### src/rtl/bram_pkg.sv
`default_nettype none
// +----------------------------------------------------------------------+
// | bram_pkg : shared constants and FSM state type for bram_stream_reader |
// | Revision : 1.0                                                        |
// +----------------------------------------------------------------------+
package bram_pkg;

  localparam int c_ADDR_WIDTH = 11;
  localparam int c_DATA_WIDTH = 192;
  localparam int c_DEPTH      = 2048;

  typedef enum logic [1:0] {
    ST_IDLE  = 2'd0,
    ST_READ  = 2'd1,
    ST_FLUSH = 2'd2,
    ST_DONE  = 2'd3
  } state_e;

endpackage
`default_nettype wire

### src/rtl/stream_fifo2.sv
`default_nettype none
// +----------------------------------------------------------------------+
// | stream_fifo2 : two-entry valid/ready FIFO with synchronous reset      |
// | Revision     : 1.0                                                    |
// +----------------------------------------------------------------------+
module stream_fifo2 #(
  parameter int WIDTH = 8
) (
  input  logic             clk,
  input  logic             rst,
  input  logic             in_valid_i,
  output logic             in_ready_o,
  input  logic [WIDTH-1:0] in_data_i,
  output logic             out_valid_o,
  input  logic             out_ready_i,
  output logic [WIDTH-1:0] out_data_o
);

  logic [WIDTH-1:0] mem_q [2];
  logic             wr_ptr_q;
  logic             rd_ptr_q;
  logic [1:0]       count_q;
  logic             w_push;
  logic             w_pop;

  assign in_ready_o  = (count_q != 2'd2);
  assign out_valid_o = (count_q != 2'd0);
  assign out_data_o  = mem_q[rd_ptr_q];
  assign w_push      = in_valid_i && in_ready_o;
  assign w_pop       = out_valid_o && out_ready_i;

  always_ff @(posedge clk) begin
    if (rst) begin
      mem_q[0] <= '0;
      mem_q[1] <= '0;
      wr_ptr_q <= 1'b0;
      rd_ptr_q <= 1'b0;
      count_q  <= 2'd0;
    end else begin
      if (w_push) begin
        mem_q[wr_ptr_q] <= in_data_i;
        wr_ptr_q        <= ~wr_ptr_q;
      end
      if (w_pop) begin
        rd_ptr_q <= ~rd_ptr_q;
      end
      case ({w_push, w_pop})
        2'b10:   count_q <= count_q + 2'd1;
        2'b01:   count_q <= count_q - 2'd1;
        default: count_q <= count_q;
      endcase
    end
  end

endmodule
`default_nettype wire

### src/rtl/bram_stream_reader.sv
`default_nettype none
// +----------------------------------------------------------------------+
// | bram_stream_reader : bursts BRAM words out as a valid/ready stream    |
// | Revision           : 1.0                                              |
// +----------------------------------------------------------------------+
module bram_stream_reader
  import bram_pkg::*;
#(
  parameter int ADDR_WIDTH = c_ADDR_WIDTH,
  parameter int DATA_WIDTH = c_DATA_WIDTH,
  parameter int DEPTH      = c_DEPTH
) (
  input  logic                  clk,
  input  logic                  rst,
  input  logic                  start,
  input  logic [ADDR_WIDTH-1:0] base_addr,
  input  logic [ADDR_WIDTH:0]   length,
  output logic                  busy,
  output logic                  done,
  output logic                  re,
  output logic [ADDR_WIDTH-1:0] rd_addr,
  input  logic [DATA_WIDTH-1:0] rd_data,
  output logic                  out_valid,
  input  logic                  out_ready,
  output logic [DATA_WIDTH-1:0] out_data,
  output logic                  out_last
);

  state_e                state_q, state_d;
  logic [ADDR_WIDTH-1:0] base_q;
  logic [ADDR_WIDTH-1:0] last_addr_q;
  logic [ADDR_WIDTH:0]   len_q;
  logic [ADDR_WIDTH:0]   issued_q;
  logic                  rd_valid_q;
  logic                  rd_last_q;

  logic                  w_pop;
  logic                  w_fifo_in_ready;
  logic [1:0]            w_occ;
  logic                  w_credit_ok;
  logic                  w_final_read;
  logic [ADDR_WIDTH-1:0] w_issue_addr;
  logic [DATA_WIDTH:0]   w_fifo_out;

  assign w_pop        = out_valid && out_ready;
  assign w_issue_addr = ADDR_WIDTH'(({1'b0, base_q} + issued_q) % (ADDR_WIDTH+1)'(DEPTH));
  assign w_final_read = (issued_q == len_q - (ADDR_WIDTH+1)'(1));
  assign w_occ        = out_valid ? (w_fifo_in_ready ? 2'd1 : 2'd2) : 2'd0;
  // Count the word leaving this cycle as already gone so a full pipe still issues every cycle.
  assign w_credit_ok  = ({1'b0, w_occ} + {2'b0, rd_valid_q}) < (3'd2 + {2'b0, w_pop});

  assign busy    = (state_q != ST_IDLE);
  assign rd_addr = re ? w_issue_addr : last_addr_q;

  always_comb begin
    state_d = state_q;
    re      = 1'b0;
    done    = 1'b0;
    case (state_q)
      ST_IDLE: begin
        if (start) begin
          state_d = (length == '0) ? ST_DONE : ST_READ;
        end
      end
      ST_READ: begin
        if (w_credit_ok) begin
          re = 1'b1;
          if (w_final_read) begin
            state_d = ST_FLUSH;
          end
        end
      end
      ST_FLUSH: begin
        if (w_pop && out_last) begin
          state_d = ST_DONE;
        end
      end
      ST_DONE: begin
        done    = 1'b1;
        state_d = ST_IDLE;
      end
      default: state_d = ST_IDLE;
    endcase
  end

  always_ff @(posedge clk) begin
    if (rst) begin
      state_q     <= ST_IDLE;
      base_q      <= '0;
      len_q       <= '0;
      issued_q    <= '0;
      last_addr_q <= '0;
      rd_valid_q  <= 1'b0;
      rd_last_q   <= 1'b0;
    end else begin
      state_q    <= state_d;
      rd_valid_q <= re;
      rd_last_q  <= re && w_final_read;
      if (state_q == ST_IDLE && start) begin
        base_q   <= base_addr;
        len_q    <= length;
        issued_q <= '0;
      end else if (re) begin
        issued_q    <= issued_q + (ADDR_WIDTH+1)'(1);
        last_addr_q <= w_issue_addr;
      end
    end
  end

  // The last-word tag travels with the data so out_last needs no counter on the output side.
  stream_fifo2 #(
    .WIDTH (DATA_WIDTH + 1)
  ) u_fifo (
    .clk         (clk),
    .rst         (rst),
    .in_valid_i  (rd_valid_q),
    .in_ready_o  (w_fifo_in_ready),
    .in_data_i   ({rd_last_q, rd_data}),
    .out_valid_o (out_valid),
    .out_ready_i (out_ready),
    .out_data_o  (w_fifo_out)
  );

  assign out_last = w_fifo_out[DATA_WIDTH];
  assign out_data = w_fifo_out[DATA_WIDTH-1:0];

endmodule
`default_nettype wire

### config.mk
export PLATFORM = sky130hd
export DESIGN_NAME = bram_stream_reader
export DESIGN_NICKNAME = d
export VERILOG_FILES = /design/src/rtl/bram_pkg.sv /design/src/rtl/stream_fifo2.sv /design/src/rtl/bram_stream_reader.sv
export SDC_FILE = /design/constraint.sdc
export NUM_CORES = 1
export LEC_CHECK = 0
export BUFFER_PORTS_ARGS = -buffer_cell sky130_fd_sc_hd__buf_2
export CORE_MARGIN = 2
export CORE_UTILIZATION = 40
export CTS_BUF_LIST = sky130_fd_sc_hd__clkbuf_8 sky130_fd_sc_hd__clkbuf_16
export CTS_CLUSTER_DIAMETER = 100
export DETAILED_ROUTE_END_ITERATION = 6
export PLACE_DENSITY_LB_ADDON = 0.25
export SLEW_MARGIN = 15
export SYNTH_ARGS = -nofsm -noshare
export SYNTH_HDL_FRONTEND = slang
export SYNTH_SLANG_ARGS = --single-unit
export TNS_END_PERCENT = 1
### constraint.sdc
create_clock -name clk -period 38.2 [get_ports clk]
set_clock_uncertainty 0.1 [all_clocks]
set_input_delay 7.64 -clock clk [delete_from_list [all_inputs] [get_ports clk]]
set_output_delay 7.64 -clock clk [all_outputs]
set_load 0.005 [all_outputs]
==> results of run 1 <==
==> cells by family (layout without fill, tap and decap cells) <==
kind of cell | Yosys count | in the layout | share of synthesized area
adder cells (fa/ha/maj) | 20 | 20 | 0.0131
AND/OR/NAND/NOR | 563 | 563 | 0.166
other | 0 | 10 | 0
AO/OA/AOI/OAI | 98 | 98 | 0.0305
flip-flops | 441 | 441 | 0.645
multiplexers | 194 | 194 | 0.111
buffers and inverters | 99 | 541 | 0.0196
XOR/XNOR | 33 | 33 | 0.0147
==> routing by layer <==
layer	vias to the layer above	GRT usage	part of all wire	routed length, um
met1	6117	0.217	0.40	19100
met5	-	0	0.00072	34
li1	5943	-	-	-
met3	71	0.0445	0.062	2950
met2	341	0.307	0.51	24200
met4	6	0.0609	0.024	1120
==> synthesized netlist by cell type (2+ instances only) <==
| library cell | n | area (um^2) |
|---|---|---|
| xnor2_1 | 15 | 131 |
| nor3_1 | 6 | 30.0 |
| and3_1 | 4 | 25.0 |
| nor2b_1 | 2 | 12.5 |
| o21ai_0 | 23 | 115 |
| a21o_1 | 4 | 30.0 |
| or2_2 | 3 | 18.8 |
| a211oi_1 | 6 | 45.0 |
| mux2_2 | 193 | 2170 |
| nand2b_1 | 2 | 12.5 |
| or4_4 | 2 | 22.5 |
| a211oi_2 | 2 | 25.0 |
| nand3_1 | 6 | 30.0 |
| ha_1 | 19 | 238 |
| nor4b_1 | 2 | 17.5 |
| nand2_1 | 87 | 327 |
| xor2_1 | 18 | 158 |
| a21oi_1 | 39 | 195 |
| nor4_1 | 8 | 50.1 |
| nand4_1 | 4 | 25.0 |
| clkbuf_1 | 78 | 293 |
| nor3b_1 | 2 | 15.0 |
| o21bai_1 | 2 | 15.0 |
| inv_1 | 14 | 52.6 |
| a31oi_1 | 5 | 31.3 |
| o21a_1 | 3 | 22.5 |
| buf_2 | 2 | 10.0 |
| and2_1 | 388 | 2430 |
| nor2_1 | 35 | 131 |
| dfxtp_1 | 55 | 1100 |
| edfxtp_1 | 386 | 11600 |
| buf_1 | 4 | 15.0 |
| or3_1 | 5 | 31.3 |
==> cell usage in the layout, fill, tap and decap left out, types with 4 or more instances in the layout <==
cell and instances:
clkinv_2 6, a21o_1 4, o21ai_0 22, nor4_1 8, and3_1 4, clkbuf_16 48, nand3_1 6, or3_1 5
xnor2_1 15, buf_2 426, a21oi_1 39, mux2_2 193, clkinv_1 13, nor3_1 5, nand4_1 4, and2_1 388
nor2_1 35, inv_1 27, ha_1 19, edfxtp_1 386, nand2_1 87, xor2_1 18, diode_2 10, a31oi_1 5
dfxtp_1 54, buf_4 13, a211oi_1 6
==> registers in the layout, summed over array words and instances, names as in the netlist, named ones only <==
signal	flops
base_q	11
issued_q	12
last_addr_q	11
len_q	12
rd_last_q	1
rd_valid_q	1
state_q	2
u_fifo.count_q	2
u_fifo.mem_q	386
u_fifo.rd_ptr_q	1
u_fifo.wr_ptr_q	1
==> path summary, 6_finish.rpt <==
check,startpoint,endpoint,cells after the start
hold / removal,last_addr_q[1]$_SDFFE_PP0N_,last_addr_q[1]$_SDFFE_PP0N_,2
hold reg to reg,last_addr_q[1]$_SDFFE_PP0N_,last_addr_q[1]$_SDFFE_PP0N_,2
setup reg to reg,u_fifo.count_q[0]$_SDFFE_PP0P_,u_fifo.mem_q[0][15]$_SDFFCE_PN0P_,5
setup / recovery,out_ready,rd_addr[9],8
==> worst max-delay path: cells and delay by family <==
kind / cells / cell delay [ps]
and+or+nand+nor: 3 / 1130
buffers and inverters: 3 / 760
AOI/OAI and AO/OA: 2 / 340
==> power breakdown <==
part	internal [uW]	switching [uW]
clock network	243	188
logic	145	162
registers	588	29.8
==> stage by stage <==
| step | std cells | worst slack [ps] | total power, uW | cell area, um^2 |
|---|---|---|---|---|
| 2_1_floorplan | 1448 | 21680 | 823 | 19700 |
| 3_3_place_gp | 2466 | 20710 | 933 | 22400 |
| 3_5_place_dp | 2466 | 20610 | 938 | 22400 |
| 4_1_cts | 2554 | 20600 | 1370 | 23900 |
| 5_1_grt | 2561 | 20270 | 1420 | 23900 |
| 6_report | 2564 | 20590 | 1350 | 23900 |
==> final cells by class <==
| cell class | count | area share |
|---|---|---|
| Antenna cell | 10 | 0.00105 |
| Timing Repair Buffer | 439 | 0.0932 |
| Sequential cell | 441 | 0.531 |
| Tap cell | 664 | 0.0347 |
| Clock buffer | 48 | 0.0502 |
| Clock inverter | 40 | 0.0111 |
| Multi-Input combinational cell | 908 | 0.277 |
| Inverter | 14 | 0.00220 |
==> metrics.yaml, run 1 <==
cts:
  hold_buffers: 0
  cts_buffers: 48
  clk_path_buf_depth: 3
  clkSinkCount: 441
  cts_root_buf: "clkbuf_16"
  clk_latency_ps: 580
  cts_setup_buffers: 0
  cts_tree: "built"
  cts_max_level: 2
  clk_pin_slew_ps: 60
  cts_resized: 0
synthesis:
  synth_cell_type_count: 57
  yosysWarnings: 0
  synth_edf_count: 386
  synth-main-ff-cell: "edfxtp_1"
  syn-num-nets: 1687
  synthArstFlopShare: 0
  ys_ff_latch: 441
  synth.avg_cell_area_um2: 13.6
  synth_area_um2: 19700
  syn_inst: 1448
  seq_area_frac_synth: 0.645
timing:
  fmax_ghz: 0.0568
  setup_viol: 0
  slew_violations: 0
  period_share: 0.461
  tightest_slew_ps: 1190
  relSlewSlack: 0.207
  rsz0062_at_grt: "no"
  hold_ws_ps: 355
  final_hold_viol_count: 0
  min_period_ps: 17610
  setup_tns_ps: 0
worst_setup_path:
  path_common_cell: "buf_2"
  crit_type: "in -> out"
  startpoint_type: "primary input"
  slowest_delay_ps: 800
  path_max_fanout: 22
  critPathSlowestCell: "or2_0"
  crit_chain: "buf_2 > nor2b_1 > o22ai_1 > or2_0 > inv_1 > nand4_1 > o311ai_0 > buf_2"
  regToRegSetupSlack_ps: 34470
  cp-end-kind: "output pin"
  arrival_ps: 9870
  critPathRequiredTime_ps: 30460
floorplanning:
  die_w_um: 226
  rows: 81
  core_um2: 48700
  dieHeight_um: 226
  die_area_um2: 50900
  ios: 427
  start_util: 0.403
cells_and_area:
  multi_input_area_um2: 6620
  final_nets: 2091
  syn2layout_area_growth_pct: 21.6
  final_util: 0.491
  fillers: 4319
  register_area_um2: 12700
  final_layout_size_suffix_gt1_frac: 0.376
placement:
  gp_congestion: 0.849
  dp_hpwl_um: 30500
  port_buffers: 426
grt:
  grt_antenna_before_repair: 12
  grt_max_degree: 110
  grt_pass1_wl_um: 70000
  grt_overflow_total: 0
  grt_usage: 0.178
  grt_pass1_vias: 12096
detailed_routing:
  first_pass_iters: 5
  via_count: 12478
  antenna_left: 0
  routed_wl_um: 47400
  dr.first_iter.drc_count: 728
  via_per_inst: 4.87
  wl_per_cell_um: 18.5
  drcViolationCount: 0
run:
  cap_violations: 0
power_and_ir_drop:
  p_leak_uw: 0.00986
  ir_drop_uv: 52.6
  powerDensity_nw_per_um2: 56.6
run_status:
  status: "finished, final reports clean"
worst_hold_path:
  hold_path.class: "reg -> reg"
Power figures use the tool's default switching activity.
==> inputs of run 2 (changes only) <==
Clock period 38.2 ns to 15.14 ns, I/O delays scaled along.
==> run 2 against run 1 <==
  * Via count barely moved
  * Sequential power increased to 2.5 times the previous value
  * Total power increased to 2.6 times the previous value
  * Die area unchanged
  * Setup slack worse by 14000 ps
  * Critical endpoint unchanged
  * Largest power group unchanged
==> metrics.yaml, run 2 (synthesized netlist as in run 1, its figures left out) <==
placement:
  post-place-ws_ps: 6760  # -13850 ps
  dp_hpwl_um: 30100  # -1.1%
  dp.cells: 2463  # -0.12%
  gp_congestion: 0.785  # -7.5%
  port_buffers: 426  # unchanged
cts:
  cts_buffers: 48  # unchanged
  cts_setup_buffers: 0  # unchanged
  clkSinkCount: 441  # unchanged
  clk_path_buf_depth: 3  # unchanged
  clk_pin_slew_ps: 60  # about the same
  cts_resized: 0  # unchanged
  hold_buffers: 0  # unchanged
  cts_tree: "built"
  cts_max_level: 2  # unchanged
  clk_latency_ps: 570  # about the same
  cts_root_buf: "clkbuf_16"
timing:
  slew_violations: 0  # unchanged
  worst_slack_ps: 6740  # -13850 ps
  rsz0062_at_grt: "no"
  min_period_ps: 8400
  tightest_slew_ps: 1140  # -46.6 ps
  fmax_ghz: 0.119
  setup_viol: 0  # unchanged
  setup_tns_ps: 0  # unchanged
  relSlewSlack: 0.239  # +0.0311
  period_share: 0.555
  final_hold_viol_count: 0  # unchanged
cells_and_area:
  fillers: 4356  # +0.86%
  final_common_cell: "buf_2"
  final_util: 0.492  # +0.00123
  syn2layout_area_growth_pct: 21.9
  layout_common_cells: "426 x buf_2, 388 x and2_1, 386 x edfxtp_1, 193 x mux2_2, 87 x nand2_1"
  regMostFlops: "u_fifo.mem_q"
  largest_register_ffs: 386  # unchanged
  final_cell_count_no_fill: 2559  # -0.20%
  final_nets: 2088  # -0.14%
  register_area_um2: 12700  # unchanged
  final_layout_size_suffix_gt1_frac: 0.379  # +0.00239
  reg_top3: "u_fifo.mem_q (386), issued_q (12), len_q (12)"
  multi_input_area_um2: 6610  # about the same
worst_hold_path:
  whs_path_depth: 2  # unchanged
  worstHoldEndpoint: "last_addr_q[0]$_SDFFE_PP0N_"
  min_from: "last_addr_q[0]$_SDFFE_PP0N_"
  hold_path.class: "reg -> reg"
worst_setup_path:
  regToRegSetupSlack_ps: 11140  # -23330 ps
  arrival_ps: 5270  # -4600 ps
  critPathRequiredTime_ps: 12010  # -18450 ps
  r2r-end: "u_fifo.mem_q[1][155]$_SDFFCE_PN0P_"
  crit_type: "in -> out"
  reg2regPathDepth: 6  # +1
  cp-end-kind: "output pin"
  timing.rr.start: "u_fifo.count_q[0]$_SDFFE_PP0P_"
  startpoint_type: "primary input"
  path_max_fanout: 22  # unchanged
grt:
  grt_pass1_wl_um: 70300  # +0.55%
  grt_max_degree: 195  # +77%
  grt_overflow_total: 0  # unchanged
  grt_usage: 0.180  # +0.00156
  grt_antenna_before_repair: 14  # +2
  grt_pass1_vias: 12299  # +1.7%
detailed_routing:
  antenna_left: 0  # unchanged
  wl_per_cell_um: 18.7  # +1.2%
  dr.first_iter.drc_count: 739  # +1.5%
  via_count: 12482  # +0.032%
  via_per_inst: 4.88  # +0.23%
  drcViolationCount: 0  # unchanged
  first_pass_iters: 5  # unchanged
  routed_wl_um: 47800  # +0.97%
run_status:
  status: "finished, final reports clean"
floorplanning:
  die_area_um2: 50900  # unchanged
  dieHeight_um: 226  # unchanged
  core_um2: 48700  # unchanged
  rows: 81  # unchanged
  start_util: 0.403  # unchanged
  ios: 427  # unchanged
  die_w_um: 226  # unchanged
power_and_ir_drop:
  p_leak_uw: 0.00988  # +0.17%
  ir_drop_uv: 99.8  # +90%
  powerDensity_nw_per_um2: 145  # +160%
run:
  cap_violations: 0  # unchanged
-- run 2: cell types whose count changed in the layout (fill, tap and decap cells not counted), sizes merged --
| cell | previous run | this run |
|---|---|---|
| clkbuf | 48 | 49 |
| bufinv | 2 | 5 |
| diode | 10 | 9 |
| clkinvlp | 1 | 0 |
| buf | 439 | 436 |
| clkinv | 21 | 22 |
| inv | 30 | 25 |
-- run 2: where the power goes --
group	switching (uW)	internal, uW
sequential	69.3	1480
clock	473	671
combinational	412	365
total	954	2520
-- run 2: per-layer routing --
| metal | wire (um) | GRT usage |
|---|---|---|
| met3 | 3150 | 0.0489 |
| met5 | 62 | 0 |
| met2 | 23800 | 0.306 |
| met1 | 19600 | 0.218 |
| met4 | 1280 | 0.0660 |
-- run 2: how the worst max path moves through the flow --
stage                                       end  cells past startpoint  slack, ps      start
2_1_floorplan  u_fifo.mem_q[0][0]$_SDFFCE_PN0P_                      3       4970        rst
5_1_grt                              rd_addr[9]                      8       6530  out_ready
6_report                             rd_addr[9]                      8       6740  out_ready
4_1_cts                              rd_addr[9]                      8       6730  out_ready
3_5_place_dp                         rd_addr[9]                      8       6760  out_ready
3_3_place_gp                         rd_addr[9]                      8       6920  out_ready
-- run 2: cell type report --
cell class,count,area share
Sequential cell,441,0.530
Multi-Input combinational cell,908,0.276
Timing Repair Buffer,436,0.0931
Clock buffer,49,0.0511
Tap cell,664,0.0347
Clock inverter,38,0.0128
Inverter,14,0.00219
Antenna cell,9,0.000939
-- run 2: per-stage QoR --
stage / instance area [um^2] / hold slack [ps] / power, uW
after global routing: 24000 / 382 / 3640
after CTS: 24000 / 352 / 3520
after detailed placement: 22400 / 345 / 2370
after global placement: 22400 / 343 / 2350
after floorplan: 19700 / 332 / 2060
final: 24000 / 354 / 3470
-- run 2: worst max-delay path, cell delays in order --
cell and delay, ps:
buf_2 110, nor2b_1 120, o22ai_1 190, or2_0 820, inv_1 480, nand4_1 210, o311ai_0 130, buf_2 180
==> inputs of run 3 (changes only) <==
Settings changed: ABC_AREA set to 1.
Clock period 15.14 ns to 8.8 ns, I/O delays scaled along.
==> run 3 against run 2 <==
  * Sequential share of layout area increased by 0.71 points
  * Hold slack got worse by 8.7 ps
  * Combinational power grew 80%
  * Synthesized cell count increased by 19%
  * Total power up 69%
  * Design area fell by 1.3%
  * Via count up 7.7%
  * Area after synthesis decreased by 0.87%
  * Utilization is 0.16 points higher
  * Clock-buffer cell count is 1 higher
  * Critical path type unchanged
  * Largest cell class unchanged
==> metrics.yaml, run 3 <==
cts:
  clk_latency_ps: 560  # about the same
  cts_setup_buffers: 0  # unchanged
  hold_buffers: 0  # unchanged
  cts_root_buf: "clkbuf_16"
  cts_max_level: 2  # unchanged
  clk_pin_slew_ps: 60  # about the same
  clk_path_buf_depth: 3  # unchanged
  cts_resized: 0  # unchanged
  cts_buffers: 48  # unchanged
  cts_tree: "built"
  clkSinkCount: 441  # unchanged
worst_setup_path:
  cp-end-kind: "output pin"
  regToRegSetupSlack_ps: 5580  # -5560 ps
  startpoint: "out_ready"
  timing.rr.start: "state_q[0]$_SDFFE_PP0P_"
  crit_type: "in -> out"
  critPathSlowestCell: "nor2_8"
  arrival_ps: 3020  # -2250 ps
  slowest_delay_ps: 260  # -560 ps
  path_max_fanout: 19  # -14%
  crit_chain: "buf_2 > nand2_2 > o21ai_2 > nand2_2 > nor2_8 > inv_4 > a21oi_1 > o21ai_0 > nand2_1 > buf_2"
  startpoint_type: "primary input"
  critPathRequiredTime_ps: 6940  # -5070 ps
timing:
  hold_ws_ps: 345  # -8.66 ps
  period_share: 0.554
  fmax_ghz: 0.205
  final_hold_viol_count: 0  # unchanged
  rsz0062_at_grt: "no"
  setup_tns_ps: 0  # unchanged
  worst_slack_ps: 3920  # -2820 ps
  min_period_ps: 4880
  relSlewSlack: 0.277  # +0.0387
  slew_violations: 0  # unchanged
  setup_viol: 0  # unchanged
  tightest_slew_ps: 1080  # -58.1 ps
worst_hold_path:
  hold_path.class: "reg -> reg"
  min_from: "u_fifo.rd_ptr_q$_SDFFE_PP0P_"
detailed_routing:
  drcViolationCount: 0  # unchanged
  wl_per_cell_um: 16.7  # -11%
  antenna_left: 0  # unchanged
  first_pass_iters: 5  # unchanged
  via_per_inst: 4.84  # -0.83%
  via_count: 13438  # +7.7%
  routed_wl_um: 46400  # -2.9%
  dr.first_iter.drc_count: 791  # +7.0%
placement:
  dp.cells: 2695  # +9.4%
  port_buffers: 426  # unchanged
  dp_hpwl_um: 29200  # -3.2%
  gp_congestion: 0.821  # +4.5%
  post-place-ws_ps: 3620  # -3140 ps
  place_area_um2: 22200  # -0.78%
synthesis:
  synth_area_leaders: "edfxtp_1 59%, mux2_2 11%, nor2_1 8.9%, dfxtp_1 5.6%, inv_1 4.8%"
  synth_xor_area_frac: 0.00449  # -0.0102
  yosysMostFrequentCell: "nor2_1"
  synth_top_family_by_area: "simple AND/OR/NAND/NOR gates"
  synth_area_um2: 19500  # -0.87%
  synth.avg_cell_area_um2: 11.3  # -17%
  syn_inst: 1721  # +19%
  synth_compound_area_frac: 0.0276  # -0.00294
  synthTopCellsByCount: "461 x nor2_1, 386 x edfxtp_1, 249 x inv_1, 193 x mux2_2, 95 x nand2_1"
  yosysWarnings: 0  # unchanged
  synth_mux_area_frac: 0.111  # +0.000463
  synth-main-ff-cell: "edfxtp_1"
  synth_cell_type_count: 39  # -32%
  seq_area_frac_synth: 0.651  # +0.00568
  synthAdderAreaFrac: 0.0132  # +0.000115
  netlist.area_leader.share: 0.595  # +0.00518
  ys_ff_latch: 441  # unchanged
  synth_area_leader_cell: "edfxtp_1"
  synth_edf_count: 386  # unchanged
  syn-num-nets: 1960  # +16%
  synthSimpleGateAreaFrac: 0.128  # -0.0379
  synthArstFlopShare: 0  # unchanged
grt:
  grt_pass1_vias: 13222  # +7.5%
  grt_antenna_before_repair: 6  # -8
  grt_pass1_wl_um: 69900  # -0.65%
  grt_overflow_total: 0  # unchanged
  grt_max_degree: 195  # unchanged
  grt_usage: 0.176  # -0.00322
floorplanning:
  ios: 427  # unchanged
  rows: 80  # -1.2%
  start_util: 0.407  # +0.00317
  core_um2: 47900  # -1.6%
  die_w_um: 225  # -0.43%
  dieHeight_um: 225  # -0.43%
  die_area_um2: 50500  # -0.86%
cells_and_area:
  regMostFlops: "u_fifo.mem_q"
  stdcell_area_um2: 23700  # -1.3%
  layout_common_cells: "461 x nor2_1, 426 x buf_2, 386 x edfxtp_1, 259 x inv_1, 193 x mux2_2"
  syn2layout_area_growth_pct: 21.4
  final_layout_size_suffix_gt1_frac: 0.330  # -0.0488
  final_common_cell: "nor2_1"
  reg_top3: "u_fifo.mem_q (386), issued_q (12), len_q (12)"
  largest_register_ffs: 386  # unchanged
  final_cell_count_no_fill: 2778  # +8.6%
  final_nets: 2369  # +13%
power_and_ir_drop:
  ir_drop_uv: 153  # +53%
  p_leak_uw: 0.0109  # +10%
  powerDensity_nw_per_um2: 248  # +71%
run_status:
  status: "finished, final reports clean"
run:
  cap_violations: 0  # unchanged
-- run 3: cell count changes after synthesis, moves of 8 or more --
cell / before / now
nor2_1: 35 / 461
and2_1: 388 / 0
inv_1: 14 / 249
nand3_1: 6 / 37
o21ai_0: 23 / 53
clkbuf_1: 78 / 65
xor2_1: 18 / 5
xnor2_1: 15 / 5
nand2_1: 87 / 95
-- run 3: critical path, delay by kind of cell --
| family | cells | cell delay (ps) |
|---|---|---|
| AOI/OAI and AO/OA | 3 | 380 |
| and+or+nand+nor | 4 | 520 |
| buffers and inverters | 3 | 370 |
-- run 3: where the power goes --
part           switching, uW  total (uW)  internal [uW]
Sequential               118        2640           2520
Combinational            776        1400            625
Clock                    789        1830           1040
Total                   1680        5870           4190
-- run 3: kinds of logic (layout without fill, tap and decap cells) --
group | Yosys count | in the layout
AOI/OAI and AO/OA | 103 | 103
buffers and inverters | 331 | 769
adders and majority gates | 20 | 20
and+or+nand+nor | 623 | 623
other | 0 | 4
muxes | 193 | 193
xor gates and xnor gates | 10 | 10
DFF | 441 | 441
-- run 3: layout make-up --
| type | count | area (um^2) |
|---|---|---|
| clock buffer | 50 | 1240 |
| inverter | 254 | 956 |
| antenna | 4 | 10.0 |
| fill | 4412 | 24300 |
| clock inverter | 29 | 163 |
| timing repair buffer | 436 | 2260 |
| multi-input combinational | 949 | 5570 |
| tap | 615 | 769 |
| sequential | 441 | 12700 |
-- run 3: worst paths after layout --
check        cells past startpoint                        to
max                             10                rd_addr[9]
min                              1                 flip-flop
max reg2reg                      8  issued_q[8]$_SDFFE_PP0P_
min reg2reg                      1                 flip-flop
-- run 3: stage by stage --
stage	utilization	total power, uW
2_1_floorplan	-	3550
3_3_place_gp	0.464	4080
3_5_place_dp	0.464	4100
4_1_cts	0.493	5950
5_1_grt	0.493	6180
6_report	0.493	5870
-- run 3: layer usage --
layer / routed length, um / global-route usage
met1: 19100 / 0.221
met2: 22900 / 0.298
met3: 3270 / 0.0457
met4: 1130 / 0.0592
met5: 34 / 0
